$ cat config.mk
export PLATFORM = sky130hd
export DESIGN_NAME = fetch_unit_flat
export DESIGN_NICKNAME = d
export VERILOG_FILES = /design/src/rtl/fetch_unit_pkg.sv /design/src/rtl/fetch_unit_if.sv /design/src/rtl/fetch_unit_inst_hold_buf.sv /design/src/rtl/fetch_unit.sv /design/src/flat_wrapper.sv
export SDC_FILE = /design/constraint.sdc
export NUM_CORES = 1
export LEC_CHECK = 0
export ABC_AREA = 1
export BUFFER_PORTS_ARGS = -buffer_cell sky130_fd_sc_hd__buf_2
export CAP_MARGIN = 20
export CORE_ASPECT_RATIO = 1.25
export CORE_MARGIN = 1
export CORE_UTILIZATION = 30
export CTS_CLUSTER_SIZE = 10
export DETAILED_ROUTE_END_ITERATION = 16
export SETUP_SLACK_MARGIN = 0.05
export SYNTH_ARGS = -nofsm -noshare
export SYNTH_HDL_FRONTEND = slang
export SYNTH_SLANG_ARGS = --single-unit
$ cat constraint.sdc
create_clock -name clk -period 1.6 [get_ports clk]
set_clock_uncertainty 0.1 [all_clocks]
set_input_delay 0.16 -clock clk [delete_from_list [all_inputs] [get_ports clk]]
set_output_delay 0.16 -clock clk [all_outputs]
set_load 0.1 [all_outputs]
$ cat src/rtl/fetch_unit_pkg.sv
// Shared fetch-stage types and constants: stall bus layout, branch/IF-ID bus widths, reset vector.
// No logic; referenced by the fetch unit, its hold buffer and the bus interface.
// Field layouts here must stay in step with decode's unpacking of the same buses.
package fetch_unit_pkg;

    localparam int STALL_WD    = 6;
    localparam int BR_WD       = 33;
    localparam int IF_TO_ID_WD = 33;

    localparam logic STOP    = 1'b1;
    localparam logic NO_STOP = 1'b0;

    // Chosen so that the first sequential fetch after reset lands on 0xBFC0_0000.
    localparam logic [31:0] RESET_VEC = 32'hBFBF_FFFC;

    // Stall bus bit positions.
    localparam int STALL_PC = 0;
    localparam int STALL_ID = 1;

    typedef struct packed {
        logic        br_e;
        logic [31:0] br_addr;
    } br_bus_t;

    typedef struct packed {
        logic        ce;
        logic [31:0] pc;
    } if_to_id_t;

    typedef enum logic {
        BUF_PASS = 1'b0,
        BUF_HOLD = 1'b1
    } buf_state_e;

endpackage

$ cat src/rtl/fetch_unit_if.sv
// Fetch-stage bus bundle: stall/branch inputs, instruction SRAM port, IF->ID outputs.
// Pure wiring, no latency.
// Backpressure is carried by the stall field; there is no valid/ready pair here.
interface fetch_unit_if;
    import fetch_unit_pkg::*;

    logic [STALL_WD-1:0] stall;
    br_bus_t             br_bus;
    logic [31:0]         inst_sram_rdata;
    logic                inst_sram_en;
    logic [3:0]          inst_sram_wen;
    logic [31:0]         inst_sram_addr;
    logic [31:0]         inst_sram_wdata;
    if_to_id_t           if_to_id_bus;
    logic [31:0]         if_inst;
    logic                fetch_adel;
    logic [31:0]         fetch_cnt;

    modport master (
        input  stall, br_bus, inst_sram_rdata,
        output inst_sram_en, inst_sram_wen, inst_sram_addr, inst_sram_wdata,
               if_to_id_bus, if_inst, fetch_adel, fetch_cnt
    );

    modport slave (
        output stall, br_bus, inst_sram_rdata,
        input  inst_sram_en, inst_sram_wen, inst_sram_addr, inst_sram_wdata,
               if_to_id_bus, if_inst, fetch_adel, fetch_cnt
    );
endinterface

$ cat src/rtl/fetch_unit_inst_hold_buf.sv
// Instruction hold buffer: passes SRAM read data through, or replays a captured word while decode stalls.
// Zero latency in PASS (combinational), captured word appears the cycle after hold asserts.
// hold=1 freezes the captured word; the first hold=0 cycle still replays it, then the buffer empties.
module inst_hold_buf
    import fetch_unit_pkg::*;
(
    input  logic        clk,
    input  logic        rst,
    input  logic        hold,
    input  logic [31:0] din,
    output logic [31:0] dout
);

    buf_state_e  state;
    logic [31:0] buf_reg;

    // Capture once on entering hold; never overwrite while holding.
    always_ff @(posedge clk) begin
        if (rst) begin
            state   <= BUF_PASS;
            buf_reg <= '0;
        end else begin
            case (state)
                BUF_PASS: begin
                    if (hold) begin
                        state   <= BUF_HOLD;
                        buf_reg <= din;
                    end
                end
                BUF_HOLD: begin
                    if (!hold) begin
                        state <= BUF_PASS;
                    end
                end
                default: state <= BUF_PASS;
            endcase
        end
    end

    assign dout = (state == BUF_HOLD) ? buf_reg : din;

endmodule

$ cat src/rtl/fetch_unit.sv
// Instruction fetch stage: PC register, branch redirect (with deferral across PC stall), fetch counter.
// One-cycle redirect latency; SRAM data returns one cycle after the request.
// stall[0] holds PC/ce and defers redirects; stall[1] freezes the delivered instruction.
module fetch_unit
    import fetch_unit_pkg::*;
(
    input  logic         clk,
    input  logic         rst,
    fetch_unit_if.master bus
);

    logic [31:0] pc_reg;
    logic        ce_reg;
    logic        br_pend;
    logic [31:0] br_pend_addr;
    logic [31:0] fetch_cnt_reg;
    logic [31:0] next_pc;
    logic        pc_stop;
    logic        id_stop;
    logic        unused_stall;

    assign pc_stop      = (bus.stall[STALL_PC] == STOP);
    assign id_stop      = (bus.stall[STALL_ID] == STOP);
    assign unused_stall = ^bus.stall[STALL_WD-1:2];

    // A deferred redirect outranks a fresh one; otherwise sequential (wraps mod 2^32).
    always_comb begin
        next_pc = pc_reg + 32'd4;
        if (br_pend) begin
            next_pc = br_pend_addr;
        end else if (bus.br_bus.br_e) begin
            next_pc = bus.br_bus.br_addr;
        end
    end

    // PC advance, redirect latching while PC is held, and issued-fetch counting.
    always_ff @(posedge clk) begin
        if (rst) begin
            pc_reg        <= RESET_VEC;
            ce_reg        <= 1'b0;
            br_pend       <= 1'b0;
            br_pend_addr  <= '0;
            fetch_cnt_reg <= '0;
        end else if (!pc_stop) begin
            pc_reg  <= next_pc;
            ce_reg  <= 1'b1;
            br_pend <= 1'b0;
            if (ce_reg) begin
                fetch_cnt_reg <= fetch_cnt_reg + 32'd1;
            end
        end else if (bus.br_bus.br_e) begin
            // Latest branch seen during the stall wins.
            br_pend      <= 1'b1;
            br_pend_addr <= bus.br_bus.br_addr;
        end
    end

    inst_hold_buf u_hold_buf (
        .clk  (clk),
        .rst  (rst),
        .hold (id_stop),
        .din  (bus.inst_sram_rdata),
        .dout (bus.if_inst)
    );

    assign bus.inst_sram_en    = ce_reg;
    assign bus.inst_sram_wen   = 4'b0;
    assign bus.inst_sram_addr  = pc_reg;
    assign bus.inst_sram_wdata = 32'b0;
    assign bus.if_to_id_bus    = '{ce: ce_reg, pc: pc_reg};
    // Misaligned fetches still go out; decode turns the flag into an exception.
    assign bus.fetch_adel      = ce_reg & (pc_reg[1:0] != 2'b00);
    assign bus.fetch_cnt       = fetch_cnt_reg;

endmodule

$ cat src/flat_wrapper.sv
// flat-port wrapper written by rule: the top's interface ports become plain ports
module fetch_unit_flat import fetch_unit_pkg::*;
  (clk, rst, bus_stall, bus_br_bus, bus_inst_sram_rdata, bus_inst_sram_en, bus_inst_sram_wen, bus_inst_sram_addr, bus_inst_sram_wdata, bus_if_to_id_bus, bus_if_inst, bus_fetch_adel, bus_fetch_cnt);
  fetch_unit_if bus_i ();
  input  logic clk;
  input  logic rst;
  input wire logic [$bits(bus_i.stall)-1:0] bus_stall;
  input wire logic [$bits(bus_i.br_bus)-1:0] bus_br_bus;
  input wire logic [$bits(bus_i.inst_sram_rdata)-1:0] bus_inst_sram_rdata;
  output wire logic [$bits(bus_i.inst_sram_en)-1:0] bus_inst_sram_en;
  output wire logic [$bits(bus_i.inst_sram_wen)-1:0] bus_inst_sram_wen;
  output wire logic [$bits(bus_i.inst_sram_addr)-1:0] bus_inst_sram_addr;
  output wire logic [$bits(bus_i.inst_sram_wdata)-1:0] bus_inst_sram_wdata;
  output wire logic [$bits(bus_i.if_to_id_bus)-1:0] bus_if_to_id_bus;
  output wire logic [$bits(bus_i.if_inst)-1:0] bus_if_inst;
  output wire logic [$bits(bus_i.fetch_adel)-1:0] bus_fetch_adel;
  output wire logic [$bits(bus_i.fetch_cnt)-1:0] bus_fetch_cnt;
  assign bus_i.stall = bus_stall;
  assign bus_i.br_bus = bus_br_bus;
  assign bus_i.inst_sram_rdata = bus_inst_sram_rdata;
  assign bus_inst_sram_en = bus_i.inst_sram_en;
  assign bus_inst_sram_wen = bus_i.inst_sram_wen;
  assign bus_inst_sram_addr = bus_i.inst_sram_addr;
  assign bus_inst_sram_wdata = bus_i.inst_sram_wdata;
  assign bus_if_to_id_bus = bus_i.if_to_id_bus;
  assign bus_if_inst = bus_i.if_inst;
  assign bus_fetch_adel = bus_i.fetch_adel;
  assign bus_fetch_cnt = bus_i.fetch_cnt;
  fetch_unit u_core (.clk(clk), .rst(rst), .bus(bus_i));
endmodule
==> reports/metrics.cfg <==
[worst_setup_path]
path_common_cell=buf_12
path_class=reg2out
cp_max_fo=9
worst_ep_arrival_time_ns=1.50
cp.required_ns=1.34
crit_cells=6
crit_family=buffers and inverters
crit_path_top_delay_cell=dfxtp_2
max_stage_delay_ns=0.34
path_buf_inv=4
critPathCaptureType=primary output
path_cells=clkinv_4 -> buf_12 -> clkbuf_16 -> nand2_1 -> o21ai_4 -> buf_12
startpoint_type=register
reg2regPathDepth=10

[floorplanning]
rows=63
floorplan.io_pins=240
die_area_um2=24700
start_util_pct=30.5
die_y_um=175
die_x_um=141
core_area_um2=23600

[place]
dp_hpwl_mm=16.8
routabilityCongestion=0.923
io_buffers=199

[power_and_ir_drop]
total_power_uw=11600
power.density_nw_per_um2=1010
leakage_uw=0.00496
ir_drop_mv=0.723

[cells_and_area]
nNetsFinal=1422
drive_gt1_share_pct=37.4
areaGrowthSynthToFinish_pct=59.6

[logic_synthesis]
yosys-top-cells-area=dfxtp_1, nand2_1, a21oi_1
synth_seq_cells=131
yosysTopAreaCell=dfxtp_1
syn_avg_cell_area_um2=6.65
netlist_area_um2=7210
synth_flop_cell=dfxtp_1
synth_top_area_share_pct=36.4
synth_cells=1085
yosysSeqAreaShare_pct=36.4
synthDistinctLibCells=38
async_reset_ff_share_pct=0
synth_edf_count=0
yosys_warnings=0

[global_route]
antenna_found_initial=2
grt_overflow=0
grt_start_max_net_pins=65
grt_pass1_vias=7439
grt_pass1_wl_mm=37.6
grt_use_total_pct=19.2

[clock_network]
clockBufferDepth=2
worstSkewPairLatency_ns=0.42
cts.sinks=131
cts-htree-levels=4
cts_buffers=17
clkTransAtPathRegs_ns=0.06
root_buffer=clkbuf_16
cts_tree=done

[timing]
setup_viol=32
slew_viol_final=0
fmax_mhz=568
finalCriticalPeriod_ns=1.76
setup_tns_ns=-4.28
finalCritPeriodShare_pct=110
report.final.hold_viol_count=0
rsz0062_at_grt=true
setup_ws_ns=-0.159

[min_path]
hold_class=in2reg
hold_path_depth=3

[route]
post_drt_wl_per_cell_um=14.6
ant_nets=0
viasPerCell=4.74
wl_mm=24.2
first_pass_iters=6
vias=7843
drt_iter0_drc=366
drc=0

[run]
maxCapViolations=0

[outcome]
status=complete, but fails checks
violations=negative setup slack

[area by class of cell]
| cell class | instances | area [um^2] |
|---|---|---|
| antenna | 2 | 5.00 |
| clock buffer | 20 | 479 |
| clock inverter | 12 | 91.3 |
| fill | 2284 | 12100 |
| inverter | 105 | 404 |
| multi-input combinational | 772 | 4430 |
| sequential | 131 | 2850 |
| tap | 292 | 365 |
| timing repair buffer | 320 | 2890 |
[routing by layer]
layer  vias to the layer above  routed length (um)  global-route usage [%]
met4                         0                 390                    4.85
met2                       202               12700                    36.2
met1                      3663                9940                    21.8
li1                       3954                   -                       -
met3                        24                1100                    4.03
met5                         -                   0                       0
[cells in the final DEF, fill, tap and decap left out, drive strengths merged]
cell / netlist / routed
a21oi: 106 / 106
a221oi: 30 / 30
a22oi: 5 / 5
a31oi: 1 / 1
buf: 85 / 244
clkbuf: 27 / 29
clkinv: 2 / 8
conb: 1 / 36
dfxtp: 131 / 131
diode: 0 / 2
dlygate4sd3: 0 / 67
ha: 2 / 2
inv: 103 / 109
nand2: 288 / 288
nand3: 37 / 37
nand3b: 1 / 1
nand4: 6 / 6
nor2: 147 / 147
nor3: 3 / 3
nor3b: 2 / 2
o211ai: 1 / 1
o21a: 1 / 1
o21ai: 88 / 88
o21bai: 4 / 4
o221ai: 1 / 1
o22ai: 2 / 2
xnor2: 4 / 4
xor2: 7 / 7
[power breakdown]
part / leakage [uW] / switching (uW) / internal (uW)
combinational: 0.00357 / 3060 / 1150
sequential: 0.00110 / 177 / 3400
clock: 0.000287 / 1630 / 2190
[Yosys cell counts, types with 2 or more instances]
master / n
o21bai_1: 4
clkinv_1: 2
clkbuf_1: 27
nand3_1: 33
nor2_2: 7
nor3_1: 2
a22oi_1: 5
buf_4: 69
nor2_4: 4
o22ai_1: 2
o21ai_0: 87
nand4_1: 6
nor3b_1: 2
nand2_1: 281
nand2_2: 6
inv_1: 101
xnor2_1: 4
a21oi_1: 106
buf_2: 13
nand3_2: 4
xor2_1: 7
nor2_8: 2
nor2_1: 134
dfxtp_1: 131
ha_1: 2
buf_1: 3
a221oi_1: 30
[tightest hold or removal path, cell delays in order]
cell	delay (ns)
buf_2	0.15
buf_4	0.14
a21oi_1	0.06
[logic make-up after synthesis]
logic type,share of synthesized area (%)
AND/OR/NAND/NOR,28.1
AO/OA/AOI/OAI,18.6
buffers and inverters,15.1
flip-flops,36.4
XOR/XNOR,1.34
adder cells (fa/ha/maj),0.347
other,0.0520
[path summary, 6_finish.rpt]
path | from | end | slack [ns]
worst max-delay path | u_core.u_hold_buf.state | bus_if_inst[21] | -0.16
worst min-delay path | bus_stall[0] | u_core.bus.inst_sram_en | 0.04
worst max register to register | u_core.bus.inst_sram_addr[3] | u_core.bus.inst_sram_addr[28] | 0.07
worst min register to register | u_core.br_pend_addr[24] | u_core.br_pend_addr[24] | 0.37
[timing repair]
action | in CTS | in global routing
pin swaps | 3 | 19
setup endpoints to repair | 45 | 74
hold buffers | 67 | 0
endpoints found under the hold margin | 89 | 0
resized for setup | 27 | 95
buffers inserted | 2 | 8
gates cloned | 5 | 2
[stage by stage]
stage	instances	cell area, um^2	util [%]	worst slack [ns]	hold slack, ns
after floorplan	1120	8140	-	-0.0469	0.145
after global placement	1536	9620	40.7	0.0435	0.276
after detailed placement	1536	9620	40.7	0.0247	0.289
after CTS	1642	11100	47.0	-0.170	0.0347
after global routing	1653	11500	48.7	-0.207	0.0603
final	1654	11500	48.7	-0.159	0.0374
Note: power is estimated with default switching activity, not from simulation.
